File: config.mk
export PLATFORM = sky130hd
export DESIGN_NAME = lut_cfg_loader
export DESIGN_NICKNAME = d
export VERILOG_FILES = /design/src/rtl/lut_cfg_loader.sv
export SDC_FILE = /design/constraint.sdc
export NUM_CORES = 1
export LEC_CHECK = 0
export ABC_CLOCK_PERIOD_IN_PS = 2300
export CAP_MARGIN = 0
export CORE_ASPECT_RATIO = 1.1
export CORE_MARGIN = 5
export CORE_UTILIZATION = 54
export CTS_BUF_LIST = sky130_fd_sc_hd__clkbuf_2 sky130_fd_sc_hd__clkbuf_4 sky130_fd_sc_hd__clkbuf_8
export DETAILED_ROUTE_END_ITERATION = 8
export PLACE_DENSITY = 0.82
export REMOVE_ABC_BUFFERS = 1
export SYNTH_ARGS = -nofsm -noshare
export SYNTH_HDL_FRONTEND = slang
export SYNTH_SLANG_ARGS = --single-unit
File: constraint.sdc
create_clock -name clk -period 2.3 [get_ports clk]
set_clock_uncertainty 0.15 [all_clocks]
set_input_delay 0.345 -clock clk [delete_from_list [all_inputs] [get_ports clk]]
set_output_delay 0.345 -clock clk [all_outputs]
set_load 0.005 [all_outputs]
File: src/rtl/lut_cfg_loader.sv
// Serial configuration loader for an 8-entry shift-register LUT.
// A parallel truth table is accepted over a valid/ready handshake and
// streamed MSB-first onto the LUT's S/enable pins. After a full load the
// LUT holds Q[i] = cfg_data[i], so it computes Z = cfg_data[{A,B,C}].
// S, enable and done are registered; cfg_ready and busy decode the state
// register only, so there is no combinational path from any input.

module lut_cfg_loader #(
  parameter int WIDTH = 8,
  parameter int GAP   = 0
) (
  input  logic             clk,
  input  logic             aresetn,
  input  logic             cfg_valid,
  output logic             cfg_ready,
  input  logic [WIDTH-1:0] cfg_data,
  input  logic             hold,
  output logic             S,
  output logic             enable,
  output logic             busy,
  output logic             done
);

  // Counter widths: bits_left must represent WIDTH itself, gap_cnt must
  // represent GAP (at least one bit so the register always exists).
  localparam int BW = $clog2(WIDTH) + 1;
  localparam int GW = (GAP == 0) ? 1 : $clog2(GAP + 1);

  localparam logic [BW-1:0] BITS_FULL = BW'(WIDTH);
  localparam logic [BW-1:0] BITS_NEXT = BW'(WIDTH - 1);
  localparam logic [BW-1:0] BITS_ONE  = BW'(1);
  localparam logic [GW-1:0] GAP_LOAD  = GW'(GAP);
  localparam logic [GW-1:0] GAP_ONE   = GW'(1);

  typedef enum logic [1:0] {
    ST_IDLE  = 2'd0,
    ST_SHIFT = 2'd1,
    ST_DONE  = 2'd2
  } state_t;

  state_t           state_q, state_d;
  logic [WIDTH-1:0] sreg_q, sreg_d;
  logic [BW-1:0]    bits_left_q, bits_left_d;
  logic [GW-1:0]    gap_cnt_q, gap_cnt_d;
  logic             s_q, s_d;
  logic             enable_q, enable_d;
  logic             done_q, done_d;

  // Next-state, datapath and registered-output decode for the streaming FSM.
  // The acceptance cycle doubles as the first shift cycle (unless held), so
  // the first enable appears in the cycle right after acceptance.
  always_comb begin
    state_d     = state_q;
    sreg_d      = sreg_q;
    bits_left_d = bits_left_q;
    gap_cnt_d   = gap_cnt_q;
    s_d         = 1'b0;
    enable_d    = 1'b0;
    done_d      = 1'b0;

    case (state_q)
      ST_IDLE: begin
        if (cfg_valid) begin
          state_d = ST_SHIFT;
          if (!hold) begin
            // Capture and emit the MSB in the same edge.
            s_d         = cfg_data[WIDTH-1];
            enable_d    = 1'b1;
            sreg_d      = {cfg_data[WIDTH-2:0], 1'b0};
            bits_left_d = BITS_NEXT;
            gap_cnt_d   = GAP_LOAD;
          end else begin
            // Capture only; the first bit goes out once hold releases.
            sreg_d      = cfg_data;
            bits_left_d = BITS_FULL;
            gap_cnt_d   = '0;
          end
        end else begin
          state_d = ST_IDLE;
        end
      end

      ST_SHIFT: begin
        if (bits_left_q == '0) begin
          // Last bit is on the pins this cycle; done lines up with the
          // first cycle enable is low afterwards. hold cannot delay it.
          state_d = ST_DONE;
          done_d  = 1'b1;
        end else if (hold) begin
          // Freeze position; enable is forced low next cycle.
          state_d = ST_SHIFT;
        end else if (gap_cnt_q == '0) begin
          s_d         = sreg_q[WIDTH-1];
          enable_d    = 1'b1;
          sreg_d      = {sreg_q[WIDTH-2:0], 1'b0};
          bits_left_d = bits_left_q - BITS_ONE;
          gap_cnt_d   = GAP_LOAD;
        end else begin
          // Idle spacing between shift pulses.
          gap_cnt_d = gap_cnt_q - GAP_ONE;
        end
      end

      ST_DONE: begin
        state_d = ST_IDLE;
      end

      default: begin
        state_d     = ST_IDLE;
        bits_left_d = '0;
        gap_cnt_d   = '0;
      end
    endcase
  end

  // State, shift register, counters and registered pin drivers.
  always_ff @(posedge clk or negedge aresetn) begin
    if (!aresetn) begin
      state_q     <= ST_IDLE;
      sreg_q      <= '0;
      bits_left_q <= '0;
      gap_cnt_q   <= '0;
      s_q         <= 1'b0;
      enable_q    <= 1'b0;
      done_q      <= 1'b0;
    end else begin
      state_q     <= state_d;
      sreg_q      <= sreg_d;
      bits_left_q <= bits_left_d;
      gap_cnt_q   <= gap_cnt_d;
      s_q         <= s_d;
      enable_q    <= enable_d;
      done_q      <= done_d;
    end
  end

  assign S         = s_q;
  assign enable    = enable_q;
  assign done      = done_q;
  assign cfg_ready = (state_q == ST_IDLE);
  assign busy      = (state_q == ST_SHIFT) || (state_q == ST_DONE);

endmodule

; ---- Word level (Yosys, flattened, before mapping)
; Index checks and enable logic that the tools add are counted.
[word_totals]
ff_bits = 18
latchBits = 0
mem_bits_rw = 0
rom_bits = 0
in_bits = 12
out_inout_bits = 5
wordCells = 59
n_memories = 0
[op_classes]
n_addsub = 2
mul = 0
div_mod_pow = 0
n_lt_le_gt_ge = 0
n_eq_ne = 7
n_shift = 0
muxes = 35
bitwise = 1
reduce_logical = 7
[op_table]
columns = operator, count
row1 = 8-bit two-way mux, 5
row2 = 4-bit two-way mux, 5
row3 = 1-bit two-way mux, 17
row4 = 8-bit one-hot mux with 2 select lines, 1
row5 = 4-bit one-hot mux with 3 select lines, 1
row6 = 5-bit AND reduction, 2
row7 = 2-bit inequality test (second input constant), 4
row8 = 4-bit logical NOT, 1
row9 = 2-bit two-way mux, 2
row10 = 1-bit one-hot mux with 2 select lines, 2
row11 = 2-bit one-hot mux with 2 select lines, 1
row12 = 4-bit AND reduction, 1
row13 = 4-bit by 1-bit subtractor with 4-bit output (second input constant), 1
row14 = 3-bit inequality test (second input constant), 1
row15 = 1-bit one-hot mux with 3 select lines, 1
row16 = 2-bit by 1-bit == test with 1-bit output (second input constant), 1
row17 = 2-bit == test (second input constant), 1
row18 = 2-bit logical NOT, 1
row19 = 2-bit nonzero test, 1
row20 = 1-bit logical OR, 1
row21 = 1-bit NOT, 1
row22 = 1-bit subtractor (second input constant), 1

; ---- Logic depth before layout (Yosys ltp)
[logic_depth]
depth_word = 5
mapped_depth = 6
depth_no_buf = 5

; ---- Worst setup path before layout
; No wires, ideal clock.
[synth_path]
path_kind = register -> register
from = register state_q[0]
to = register sreg_q[1]
setup_time_ns = 0.125
t_arrival_ns = 1.709
setup_slack_ns = 0.316
stages_incl_launch_ff = 6
path_buffers = 0
period_less_slack_ns = 1.984
path_cell_list = dfrtp_1 inv_1 ha_1 nor2b_1 nor4_4 mux2_2
[synth_via]
elab_chain_cells = 3
[synth_rtl]
columns = element, line
row1 = from (decl), 41  ; state_t state_q, state_d;
row2 = from (signal assigned), 127  ; state_q <= state_d;
row3 = 2-bit logical NOT *, -
row4 = via cfg_ready, 15  ; output logic cfg_ready,
row5 = 2-bit inequality test (no line) or 2-bit nonzero test (tied branches), -
row6 = 5-bit AND reduction (no line), -
row7 = to (signal assigned), 128  ; sreg_q <= sreg_d;
row8 = to (decl), 42  ; logic [WIDTH-1:0] sreg_q, sreg_d;
; Mark *: on every way through the listed nets, which the timed path passes. The rest lies on a longest branch.
; A chain may end at the register's enable or synchronous reset.

; ---- Final worst setup path
[layout_path]
from = register state_q[0]
to = output cfg_ready
[layout_via]
elab_chain_cells = 1
[layout_rtl]
columns = element, line
row1 = 2-bit logical NOT, 140  ; assign cfg_ready = (state_q == ST_IDLE);
row2 = to (decl), 15
; No other way between the ends.

==> reports/metrics.csv <==
stage,metric,value,unit
outcome,status,completed,
cells_and_area,"commonest non-fill, non-tap cells in the layout","dfrtp_1, clkdlybuf4s50_1, o21ai_0, mux2_2, nand2_1",
yosys,Post-synth EDFFs,0,
floorplanning,initial cell density of the core,0.5639,
timing,final hold vios,0,
yosys,cell accounting for the most synthesized area,dfrtp_1,
clock_tree,Post-CTS Setup Inserts,0,
clock_tree,H-Tree Depth,1,
routing,final wirelength,2011,um
pwr,P_int,1038,uW
timing,Slew Limit Headroom,0.7054,
clock_tree,# hold bufs at CTS,0,
yosys,top_reg_cell synth,dfrtp_1,
clock_tree,clk_lat worst skew,0.30,ns
placed_design,Port Buffers,16,
timing,TNS Setup,0,ns
worst_setup_path,WP data arrival,1.67,ns
worst_setup_path,reg-to-reg startpoint,state_q[0],
run,MaxCap Viol Count,0,
pwr,P_leak,0.0005492,uW
clock_tree,CTS tree,yes,
yosys,"top cells by area, synth","dfrtp_1, mux2_2, mux2i_1, ha_1, o21ai_0",
timing,period utilization,0.9400,
timing,"Slew Viols, Final",0,
global_route,pin count of the biggest net entering global routing,18,
worst_setup_path,"delay-heaviest family, CP",buffers and inverters,
floorplanning,Boundary Pins,17,
cells_and_area,# fillers,134,
worst_setup_path,Critical Path Start,state_q[0],
global_route,wire length of the first global-routing pass,3581,um
cells_and_area,layout cells sized above 1,0.2018,
pwr,sequential group share of total power,0.318,
timing,fmax,462.5,MHz
yosys,synthesized cell area,993.5,um^2
global_route,initial antenna violation count,0,
pwr,Pwr per Cell Area,1369,mW/mm^2
worst_setup_path,crit start category,flip-flop,
placed_design,Area after DPL,0.001197,mm^2
pwr,Psw,638.0,uW
global_route,vias in the first global route,809,
timing,Min Hold Slack,0.2020,ns
pwr,combinational power share,0.583,
worst_setup_path,largest fanout on the critical path,8,
worst_setup_path,crit end category,primary output,
worst_setup_path,R2R Setup Slk,0.23,ns
cells_and_area,Antenna Cells,0,
floorplanning,Die H,54.99,um
yosys,"Avg Cell Area, Syn",10.68,um^2
clock_tree,total CTS buffers,3,
clock_tree,CTS max path bufs,2,
floorplanning,Die ar.,0.002798,mm^2
floorplanning,core area,0.001762,mm^2
worst_setup_path,Worst Setup Path Type,reg -> out,
worst_setup_path,WP depth,3,
routing,routed len/inst,15.23,um
routing,Pre-antenna DRT Iters,4,
routing,DRT antenna net count,0,
floorplanning,row count,16,
clock_tree,Worst-path clk slew,0.10,ns
cells_and_area,final net count,132,
timing,Slew @ Worst Pin,0.4410,ns
global_route,layer carrying the most global-route usage,met2,
worst_setup_path,WP buf/inv,2,
global_route,grt met3 use,0.03217,
pwr,power share of the clock group,0.099,
worst_setup_path,worst-path cell chain,inv_1 > ha_1 > clkdlybuf4s50_1,
yosys,fraction of registers with async set/reset,1.000,
cells_and_area,"commonest non-fill, non-tap cell in the layout",dfrtp_1,
routing,vias per inst,5.780,
global_route,Global Route met1 Usage,0.1993,
routing,via count,763,
worst_setup_path,endpoint of the worst setup timing path,cfg_ready,
pwr,sw frac,0.3806,
global_route,Tot GR Track Use,0.1739,
routing,Iteration-0 DRC Markers,14,
cells_and_area,design area,0.001225,mm^2
clock_tree,Root Buffer,clkbuf_4,
worst_setup_path,Register-to-Register Path Depth,6,
yosys,Cells after Synth,93,
routing,drt drc,0,
timing,Setup Viol. Count Final,0,
timing,min Tclk post-route,2.162,ns
clock_tree,post_cts resized,0,
placed_design,RD Place Congestion,0.8203,
floorplanning,Die W,50.90,um
yosys,top-area cell type share of the netlist area,0.4282,
worst_setup_path,R2R Path End,sreg_q[7],
timing,RSZ-0062 raised after global routing,no,
global_route,M2 GR Usage,0.3161,
cells_and_area,Area Growth Syn to Fin,23.30,%
placed_design,DP HPWL,1571,um
worst_setup_path,crit-path max cell delay,0.56,ns
yosys,synth unique cells,27,
yosys,Yosys Warn Count,0,
clock_tree,Num Clock Sinks,17,
pwr,total power,1677,uW
yosys,synthesized flop and latch total,17,
pwr,worst IR drop on VDD,0.6880,mV
yosys,"Seq/Total Area, Yosys",0.4282,
worst_setup_path,CP required,1.80,ns
global_route,grt total ovfl,0,
min_path,Hold Path Class,in -> async,
worst_setup_path,"slowest stage cell, crit path",clkdlybuf4s50_1,
-- per-stage QoR --
step / utilization / std cells / setup slack, ns
after global routing: 0.6953 / 132 / 0.02670
after global placement: 0.6797 / 128 / 0.2581
after detailed placement: 0.6797 / 128 / 0.2090
after floorplan: - / 89 / 0.1199
final: 0.6953 / 132 / 0.1380
after CTS: 0.6953 / 132 / 0.1197
-- sequential cells by signal, indices dropped and copies added (netlist names) --
| register | cells |
|---|---|
| sreg_q | 8 |
| bits_left_q | 4 |
| state_q | 2 |
| S | 1 |
| done | 1 |
| enable | 1 |
-- power groups by stage --
stage | clock network (uW) | logic (uW) | registers, uW
global route | 188 | 1090 | 554
finish | 166 | 977 | 533
global placement | 0 | 939 | 534
detailed placement | 0 | 977 | 542
floorplan | 0 | 673 | 519
CTS | 171 | 980 | 534
-- worst reg2reg max path: cells and delay by family (launching register included) --
family	cells	cell delay [ns]
flops	1	0.39
buf+inv	2	0.28
simple gates	2	0.51
fa+ha+maj	1	0.29
mux	1	0.35
-- routing by layer --
layer  share of wire  routed length [um]
met5               0                   0
met1            0.43                 859
met2            0.53                1063
met3           0.030                  61
met4           0.013                  27
-- kinds of logic after synthesis --
logic type / Yosys count / synth area share
buffers and inverters: 10 / 0.03904
and+or+nand+nor: 26 / 0.1763
DFF: 17 / 0.4282
muxes: 17 / 0.1839
AOI/OAI and AO/OA: 18 / 0.1096
adders and majority gates: 5 / 0.06297
-- synth_stat cells (all sizes together), types with 2 or more instances --
cell	count
dfrtp	17
mux2	10
o21ai	10
nand2	8
mux2i	7
inv	6
ha	5
clkbuf	3
nor2	3
nor2b	3
a21oi	2
nand2b	2
nand3	2
nor4	2
-- final cells by class --
type                       count  area, um^2  area share
timing repair buffer          21       197.7      0.1614
tap                           18       22.52     0.01839
inverter                       6       22.52     0.01839
clock buffer                   3       22.52     0.01839
multi-input combinational     66       529.3      0.4321
clock inverter                 1       5.005    0.004086
sequential                    17       425.4      0.3473
-- worst min-delay path by stage --
stage | from | endpoint | slack, ns | depth (start not counted)
after floorplan | aresetn | S | -0.10 | 0
after global placement | sreg_q[4] | sreg_q[4] | 0.34 | 1
after detailed placement | sreg_q[5] | sreg_q[5] | 0.35 | 1
after CTS | aresetn | sreg_q[3] | 0.21 | 2
after global routing | aresetn | sreg_q[3] | 0.21 | 2
final | aresetn | bits_left_q[0] | 0.20 | 2
Power figures use the tool's default switching activity.
